$ cat src/rtl/alu_pipe_pkg.sv
// Shared opcode encoding and width helpers for the pipelined signed ALU.
package alu_pipe_pkg;

    localparam int unsigned NUM_OPS = 8;
    localparam int unsigned SEL_W   = $clog2(NUM_OPS);

    typedef enum logic [SEL_W-1:0] {
        OP_ADD,
        OP_SUB,
        OP_AND,
        OP_OR,
        OP_XOR,
        OP_SLA,
        OP_SRA,
        OP_MUL
    } op_e;

    // Bits of B used as shift amount; kept >= 1 so slices stay legal.
    function automatic int unsigned shamt_w(input int unsigned w);
        return (w < 2) ? 1 : $clog2(w);
    endfunction

endpackage

$ cat src/rtl/alu_pipe_core.sv
// Combinational signed ALU datapath with overflow detection and flags.
// Clamping on overflow is built in when ALU_PIPE_SAT_EN is defined.
module alu_pipe_core
    import alu_pipe_pkg::*;
#(
    parameter int unsigned W = 8
) (
    input  logic [SEL_W-1:0] sel,
    input  logic [W-1:0]     A,
    input  logic [W-1:0]     B,
    output logic [W-1:0]     C,
    output logic             Z,
    output logic             N,
    output logic             V
);

    localparam int unsigned SW = shamt_w(W);
    localparam int unsigned PW = 2 * W;

    logic [W:0]    sum;
    logic [W:0]    dif;
    logic [PW-1:0] prod;
    logic [PW-1:0] sla_full;
    logic [SW-1:0] sh;
    logic [W-1:0]  res;
    logic          ovf;

    assign sh       = B[SW-1:0];
    assign sum      = {A[W-1], A} + {B[W-1], B};
    assign dif      = {A[W-1], A} - {B[W-1], B};
    // Low 2W bits of the product of sign-extended operands are the exact signed product.
    assign prod     = {{W{A[W-1]}}, A} * {{W{B[W-1]}}, B};
    assign sla_full = {{W{A[W-1]}}, A} << sh;

    always_comb begin
        res = '0;
        ovf = 1'b0;
        case (sel)
            OP_ADD: begin
                res = sum[W-1:0];
                ovf = sum[W] ^ sum[W-1];
            end
            OP_SUB: begin
                res = dif[W-1:0];
                ovf = dif[W] ^ dif[W-1];
            end
            OP_AND: res = A & B;
            OP_OR:  res = A | B;
            OP_XOR: res = A ^ B;
            OP_SLA: begin
                res = sla_full[W-1:0];
                ovf = (sla_full[PW-1:W-1] != '0) && (sla_full[PW-1:W-1] != '1);
            end
            OP_SRA: res = W'($signed(A) >>> sh);
            OP_MUL: begin
                res = prod[W-1:0];
                ovf = (prod[PW-1:W-1] != '0) && (prod[PW-1:W-1] != '1);
            end
            default: begin
                res = '0;
                ovf = 1'b0;
            end
        endcase
    end

`ifdef ALU_PIPE_SAT_EN
    logic neg;

    // Sign of the full-precision result selects the clamp rail.
    always_comb begin
        neg = A[W-1];
        case (sel)
            OP_ADD:  neg = sum[W];
            OP_SUB:  neg = dif[W];
            OP_MUL:  neg = prod[PW-1];
            default: neg = A[W-1];
        endcase
    end

    assign C = !ovf ? res : (neg ? {1'b1, {(W-1){1'b0}}} : {1'b0, {(W-1){1'b1}}});
`else
    assign C = res;
`endif

    assign V = ovf;
    assign Z = (C == '0);
    assign N = C[W-1];

endmodule

$ cat src/rtl/alu_pipe.sv
// Two-stage valid/ready pipelined signed ALU with overflow event counter.
// Define ALU_PIPE_SAT_EN to clamp overflowing results instead of wrapping.
module alu_pipe
    import alu_pipe_pkg::*;
#(
    parameter int unsigned W     = 8,
    parameter int unsigned CNT_W = 16
) (
    input  logic             clk,
    input  logic             rstn,
    input  logic             in_valid,
    output logic             in_ready,
    input  logic [SEL_W-1:0] sel,
    input  logic [W-1:0]     A,
    input  logic [W-1:0]     B,
    output logic             out_valid,
    input  logic             out_ready,
    output logic [W-1:0]     C,
    output logic             Z,
    output logic             N,
    output logic             V,
    output logic [CNT_W-1:0] ovf_cnt
);

    logic             s1_valid;
    logic [W-1:0]     s1_a;
    logic [W-1:0]     s1_b;
    logic [SEL_W-1:0] s1_sel;
    logic             s1_load;
    logic             s2_load;

    logic [W-1:0]     core_c;
    logic             core_z;
    logic             core_n;
    logic             core_v;

    // Each stage advances when it is empty or the stage after it is moving.
    assign s2_load  = !out_valid || out_ready;
    assign s1_load  = !s1_valid || s2_load;
    assign in_ready = s1_load;

    always_ff @(posedge clk or negedge rstn) begin
        if (!rstn) begin
            s1_valid <= 1'b0;
            s1_a     <= '0;
            s1_b     <= '0;
            s1_sel   <= '0;
        end else if (s1_load) begin
            s1_valid <= in_valid;
            if (in_valid) begin
                s1_a   <= A;
                s1_b   <= B;
                s1_sel <= sel;
            end
        end
    end

    alu_pipe_core #(
        .W (W)
    ) u_core (
        .sel (s1_sel),
        .A   (s1_a),
        .B   (s1_b),
        .C   (core_c),
        .Z   (core_z),
        .N   (core_n),
        .V   (core_v)
    );

    always_ff @(posedge clk or negedge rstn) begin
        if (!rstn) begin
            out_valid <= 1'b0;
            C         <= '0;
            Z         <= 1'b0;
            N         <= 1'b0;
            V         <= 1'b0;
        end else if (s2_load) begin
            out_valid <= s1_valid;
            if (s1_valid) begin
                C <= core_c;
                Z <= core_z;
                N <= core_n;
                V <= core_v;
            end
        end
    end

    // Saturating count of overflowing results actually handed to the sink.
    always_ff @(posedge clk or negedge rstn) begin
        if (!rstn) begin
            ovf_cnt <= '0;
        end else if (out_valid && out_ready && V && (ovf_cnt != '1)) begin
            ovf_cnt <= ovf_cnt + CNT_W'(1);
        end
    end

endmodule
$ cat config.mk
export PLATFORM = sky130hd
export DESIGN_NAME = alu_pipe
export DESIGN_NICKNAME = d
export VERILOG_FILES = /design/src/rtl/alu_pipe_pkg.sv /design/src/rtl/alu_pipe_core.sv /design/src/rtl/alu_pipe.sv
export SDC_FILE = /design/constraint.sdc
export NUM_CORES = 1
export LEC_CHECK = 0
export BUFFER_PORTS_ARGS = -buffer_cell sky130_fd_sc_hd__buf_2
export CORE_MARGIN = 3
export CORE_UTILIZATION = 30
export CTS_CLUSTER_SIZE = 10
export DETAILED_ROUTE_END_ITERATION = 8
export GPL_TIMING_DRIVEN = 0
export HOLD_SLACK_MARGIN = 0.03
export PLACE_DENSITY = 0.51
export SLEW_MARGIN = 10
export SYNTH_ARGS = -nofsm -noshare
export SYNTH_HDL_FRONTEND = slang
export SYNTH_HIERARCHICAL = 1
export SYNTH_SLANG_ARGS = --single-unit
$ cat constraint.sdc
create_clock -name clk -period 5.7 [get_ports clk]
set_clock_uncertainty 0.2 [all_clocks]
set_input_delay 0.855 -clock clk [delete_from_list [all_inputs] [get_ports clk]]
set_output_delay 0.855 -clock clk [all_outputs]
set_load 0.03 [all_outputs]
==> metrics.txt, run 1 <==
first-pass GRT wire length 26700 um; total CTS buffers 5; crit-path max FO 4; Antenna diodes 0; Worst Hold Path EP ovf_cnt[4]; r2r worst-path depth 19; largest net degree at the start of global routing between 40 and 50; initial antenna violation count 0; slowest CP cell fa_1; Hold Crit Start ovf_cnt[4]; initial core utilization 0.308; Reg-to-Reg Start s1_a[7]; clock root buffer clkbuf_16; Post-synth EDFFs 0; # IOs 52; Top FF cell, synth dfrtp_1; via count approximately 5200; reg2reg end V; Setup crit start s1_a[7]; Final Instance Area 7650 um^2; MaxCap Viol Count 0; crit path kind reg2reg; met3 WL 841 um; Die W ~150 um; largest cells by area after synthesis dfrtp_1 (19%), fa_1 (18%), ha_1 (11%); post-DR vias/cell 4.95; final-report hold violation count 0; Synth Cell Area 6290 um^2; placed cell count a little over 1000; initial drt markers 417; CP required 5.67 ns; FP Rows 52; min setup slack post-route 0.158 ns; post-synth net total 826; multi-input logic area around 4700 um^2; total track usage 0.148; WL met2 7990 um; post-route insts no fill 1056; CP top delay family adder cells; Slew Viols, Final 0; Yosys top cell area share 0.191; Post-Synthesis Cells 690; Tcrit/Tclk final 0.972; status finished, final reports clean; hold depth 1; highest-count cells in the layout ignoring fill and taps inv_1 (91), nand2_1 (66), buf_2 (58), fa_1 (55); Tmin final 5.54 ns; Design Power 0.00507 W; Lkg Pwr 3.53 nW; met1 wire length 7980 um; worst skew pair latency 0.29 ns; die area 22700 um^2; drt pass-1 iters 5; type of the most critical hold path reg2reg; hold slack 0.293 ns; highest metal layer with signal wires met4; FFs w/ async S/R, synth 1.00; post-DP HPWL ~13000 um; cell taking the most area after synthesis dfrtp_1; filler instances around 2100; worst vdd ir 0.567 mV; area delta synth->final 21.7%; CP dominant cell by count fa_1; total gr overflow 0; number of global-route vias before repair 5099; slew margin rel. 0.276; Seq/Total Area, Yosys 0.191; CP Depth 19; register area 1220 um^2; hold buffer count at CTS 0; Yosys reg bits 48; GP Congestion ~0.90; pre-CTS setup slack -0.491 ns; layout cells sized above 1 0.295; CTS clk-pin slew, worst paths 0.07 ns; most common cell after layout, fill and taps aside inv_1; drt total wl 17000 um; post-synth cell types between 60 and 70; Mean Syn Cell Area approximately 9.1 um^2; post-route DRC violation count 0; Placed Area 6880 um^2; Antenna Violating Nets Remaining 0; Final #Nets 921; worst path cell trace buf_4, nand2_8, inv_4, fa_1, inv_1, fa_1, fa_1, fa_1, inv_1, ha_4, or2_2, a21oi_2, a31oi_2, a21o_1, a21oi_2, xnor2_2, o41a_1, a211o_1, mux2_2; Die Span Y 151 um; final setup fails 0; fmax 180 MHz; core area 20400 um^2; IO buf count 51; Power Density around 660 nW/um^2; Critical Path Source Type flop; routed len/inst 16.1 um; flop2flop setup slack 0.16 ns; CTS tree yes; CP Capture Type flop; CTS Buffer Depth 2; Synth Warn # 6; Crit path largest cell delay 0.54 ns; Buf/Inv on CP 4; Slew @ Worst Pin 1.09 ns; H-tree levels 2; clock sinks 48; Arrival @ worst endpoint 5.51 ns
[state kept, by name (all words and copies together), names as in the netlist]
signal and count:
C 8, out_valid 1, ovf_cnt 16, Z 1
V 1, s1_b 8, N 1, s1_sel 3
s1_a 8, s1_valid 1
[stage by stage]
stage,util,TNS [ns]
6_report,0.374,0
5_1_grt,0.374,-0.0158
4_1_cts,0.357,0
3_5_place_dp,0.337,-0.491
3_3_place_gp,0.337,-0.498
2_1_floorplan,-,0
[cells in the mapped netlist (all sizes together), types with 7 or more instances]
library cell and number:
inv 105, nand2 67, fa 57, ha 56, nor2 51, dfrtp 48, mux2 33, a21oi 32
buf 24, xnor2 21, o21ai 17, xor2 14, mux2i 13, nor3 12, nand3 11, nand4 10
and3 8, a211oi 7, a21o 7, nand2b 7, o211ai 7
[final cells by class]
type / instances / area share
inverter: 106 / 0.0563
clock inverter: 3 / 0.00900
tap: 270 / 0.0442
sequential: 48 / 0.160
multi-input combinational: 506 / 0.609
buffer: 27 / 0.0314
timing repair buffer: 91 / 0.0743
clock buffer: 5 / 0.0164
[layer usage]
| metal | up-vias | global-route usage |
|---|---|---|
| met3 | 15 | 0.0292 |
| met5 | - | 0 |
| li1 | 2499 | - |
| met2 | 139 | 0.228 |
| met4 | 0 | 0.0258 |
| met1 | 2570 | 0.219 |
[report_power, final]
part           internal (W)  total [W]  leakage [nW]  switching [W]
Combinational       0.00186    0.00420          2.87        0.00234
Clock              0.000253   0.000381        0.0944       0.000128
Sequential         0.000415   0.000490         0.571      0.0000749
[timing repair]
item / 4_1_cts / 5_1_grt
setup buffers: 11 / 29
pin swaps: 3 / 16
setup endpoints to repair: 1 / 1
gates cloned: 0 / 0
resized for setup: 58 / 31
[cells by family (layout without fill, tap and decap cells)]
group                    after synthesis  count (layout)  synth area share
AND/OR/NAND/NOR                      197             197             0.152
buffers and inverters                136             232            0.0935
adder cells (fa/ha/maj)              113             113             0.293
AO/OA/AOI/OAI                        109             109             0.120
multiplexers                          52              52             0.102
flip-flops                            48              48             0.191
XOR/XNOR                              35              35            0.0488
[how the worst max path moves through the flow]
stage          end
2_1_floorplan    V
3_3_place_gp     V
3_5_place_dp     V
4_1_cts          V
5_1_grt          V
6_report         V
(Power assumes the default switching activity.)
==> run 2: changes to the inputs <==
Settings changed: CORE_ASPECT_RATIO set to 1.1, PLACE_DENSITY 0.51 to 0.5.
Clock period 5.7 ns to 5.2 ns, I/O delays scaled along.
==> metrics.txt, run 2 (synthesis gave the netlist of run 1 again) <==
CTS tree yes; first-pass GRT wire length around 30000 um; Tmin final 5.43 ns; CP required 5.18 ns; routed len/inst 17.3 um; die area around 23000 um^2; clock root buffer clkbuf_16; RSZ-0062 raised after global routing true; initial core utilization 0.311; Die W ~140 um; most common cell after layout, fill and taps aside inv_1; r2r worst-path depth 19; fmax 184 MHz; total track usage 0.167; clock sinks between 40 and 50; area delta synth->final 29.6%; number of global-route vias before repair around 5500; Reg with most FFs ovf_cnt; Tcrit/Tclk final 1.05; H-tree levels 2; Placed Area 6960 um^2; post-DR vias/cell 5.03; Slew Viols, Final 0; crit-path max FO 4; hold buffer count at CTS 0; highest-count cells in the layout ignoring fill and taps inv_1 (84), buf_4 (80), nand2_1 (62), buf_2 (58), fa_1 (52); CP Capture Type flop; Antenna diodes 0; drt pass-1 iters 6; IO buf count between 50 and 60; type of the most critical hold path reg2reg; GP Congestion 0.893; total gr overflow 0; initial drt markers 258; CTS clk-pin slew, worst paths around 0.070 ns; Final #Nets 961; hold depth 1; Final Instance Area 8150 um^2; post-layout util 0.403; final setup fails 1; final-report hold violation count 0; CTS Buffer Depth 2; largest net degree at the start of global routing 49; Die Span Y 158 um; status finished with violations; initial antenna violation count 0; core area 20200 um^2; Slew @ Worst Pin 1.08 ns; via count ~5400; post-route DRC violation count 0; max reg flops 16; FP Rows 54; crit path kind reg2reg; MaxCap Viol Count 0; min setup slack post-route -0.235 ns; post-DP HPWL 14100 um; Arrival @ worst endpoint 5.41 ns; Antenna Violating Nets Remaining 0; # IOs 52; failing checks negative setup slack; total CTS buffers 5; layout cells sized above 1 0.355; Critical Path Source Type flop; slew margin rel. 0.281; drt total wl 18700 um; worst skew pair latency between 0.2 and 0.3 ns
run 2: worst max-delay path: stages, from the launching register on:
cell and delay [ns]:
dfrtp_2 0.44, buf_4 0.18, nand2_8 0.08, inv_8 0.04
fa_1 0.49, inv_1 0.05, fa_1 0.56, fa_1 0.44
fa_1 0.50, inv_2 0.04, ha_4 0.23, or2_2 0.29
a21oi_2 0.19, a31oi_4 0.07, xor2_2 0.18, nor2_1 0.11
nand4_1 0.13, o41a_1 0.49, a211o_1 0.31, mux2_4 0.27
run 2: path summary, 6_finish.rpt:
| kind | startpoint | slack, ns | to |
|---|---|---|---|
| worst max-delay path | s1_a[7] | -0.23 | V |
| worst min-delay path | ovf_cnt[4] | 0.29 | ovf_cnt[4] |
| worst max register to register | s1_a[7] | -0.23 | V |
| worst min register to register | ovf_cnt[4] | 0.29 | ovf_cnt[4] |
| max in group asynchronous | rstn | 3.57 | s1_b[4] |
| min in group asynchronous | rstn | 0.49 | ovf_cnt[11] |
run 2: timing repair:
action | 4_1_cts | 5_1_grt
endpoints found under the setup margin | 4 | 1
setup buffers | 66 | 11
pin swaps | 41 | 20
gates resized for setup | 96 | 16
run 2: per-stage QoR:
stage	setup TNS (ns)	hold slack, ns	setup slack, ns	instances
finish	-0.235	0.293	-0.235	1078
CTS	-0.157	0.298	-0.157	1067
global placement	-0.920	0.280	-0.776	993
global route	-0.441	0.327	-0.441	1078
floorplan	0	0.257	0.00165	690
detailed placement	-1.03	0.284	-0.808	993
run 2: layer usage:
layer	GRT usage	vias up	part of all wire
met5	0	-	0
met4	0.0475	0	0.025
met3	0.0284	29	0.056
met2	0.280	152	0.48
met1	0.222	2654	0.44
li1	-	2584	-
run 2: final cells by class:
| type | instances | area [um^2] |
|---|---|---|
| fillers | 2007 | 12100 |
| multi-input cells | 506 | 4870 |
| flip-flops and latches | 48 | 1220 |
| repair buffers | 128 | 866 |
| inverters | 106 | 442 |
| well taps | 252 | 315 |
| plain buffers | 30 | 297 |
| clock buffers | 7 | 133 |
| clock inverters | 1 | 8.76 |
Power of run 2 is not shown: default switching activity piles up to over one toggle a cycle in this logic, so the estimate is an artifact.
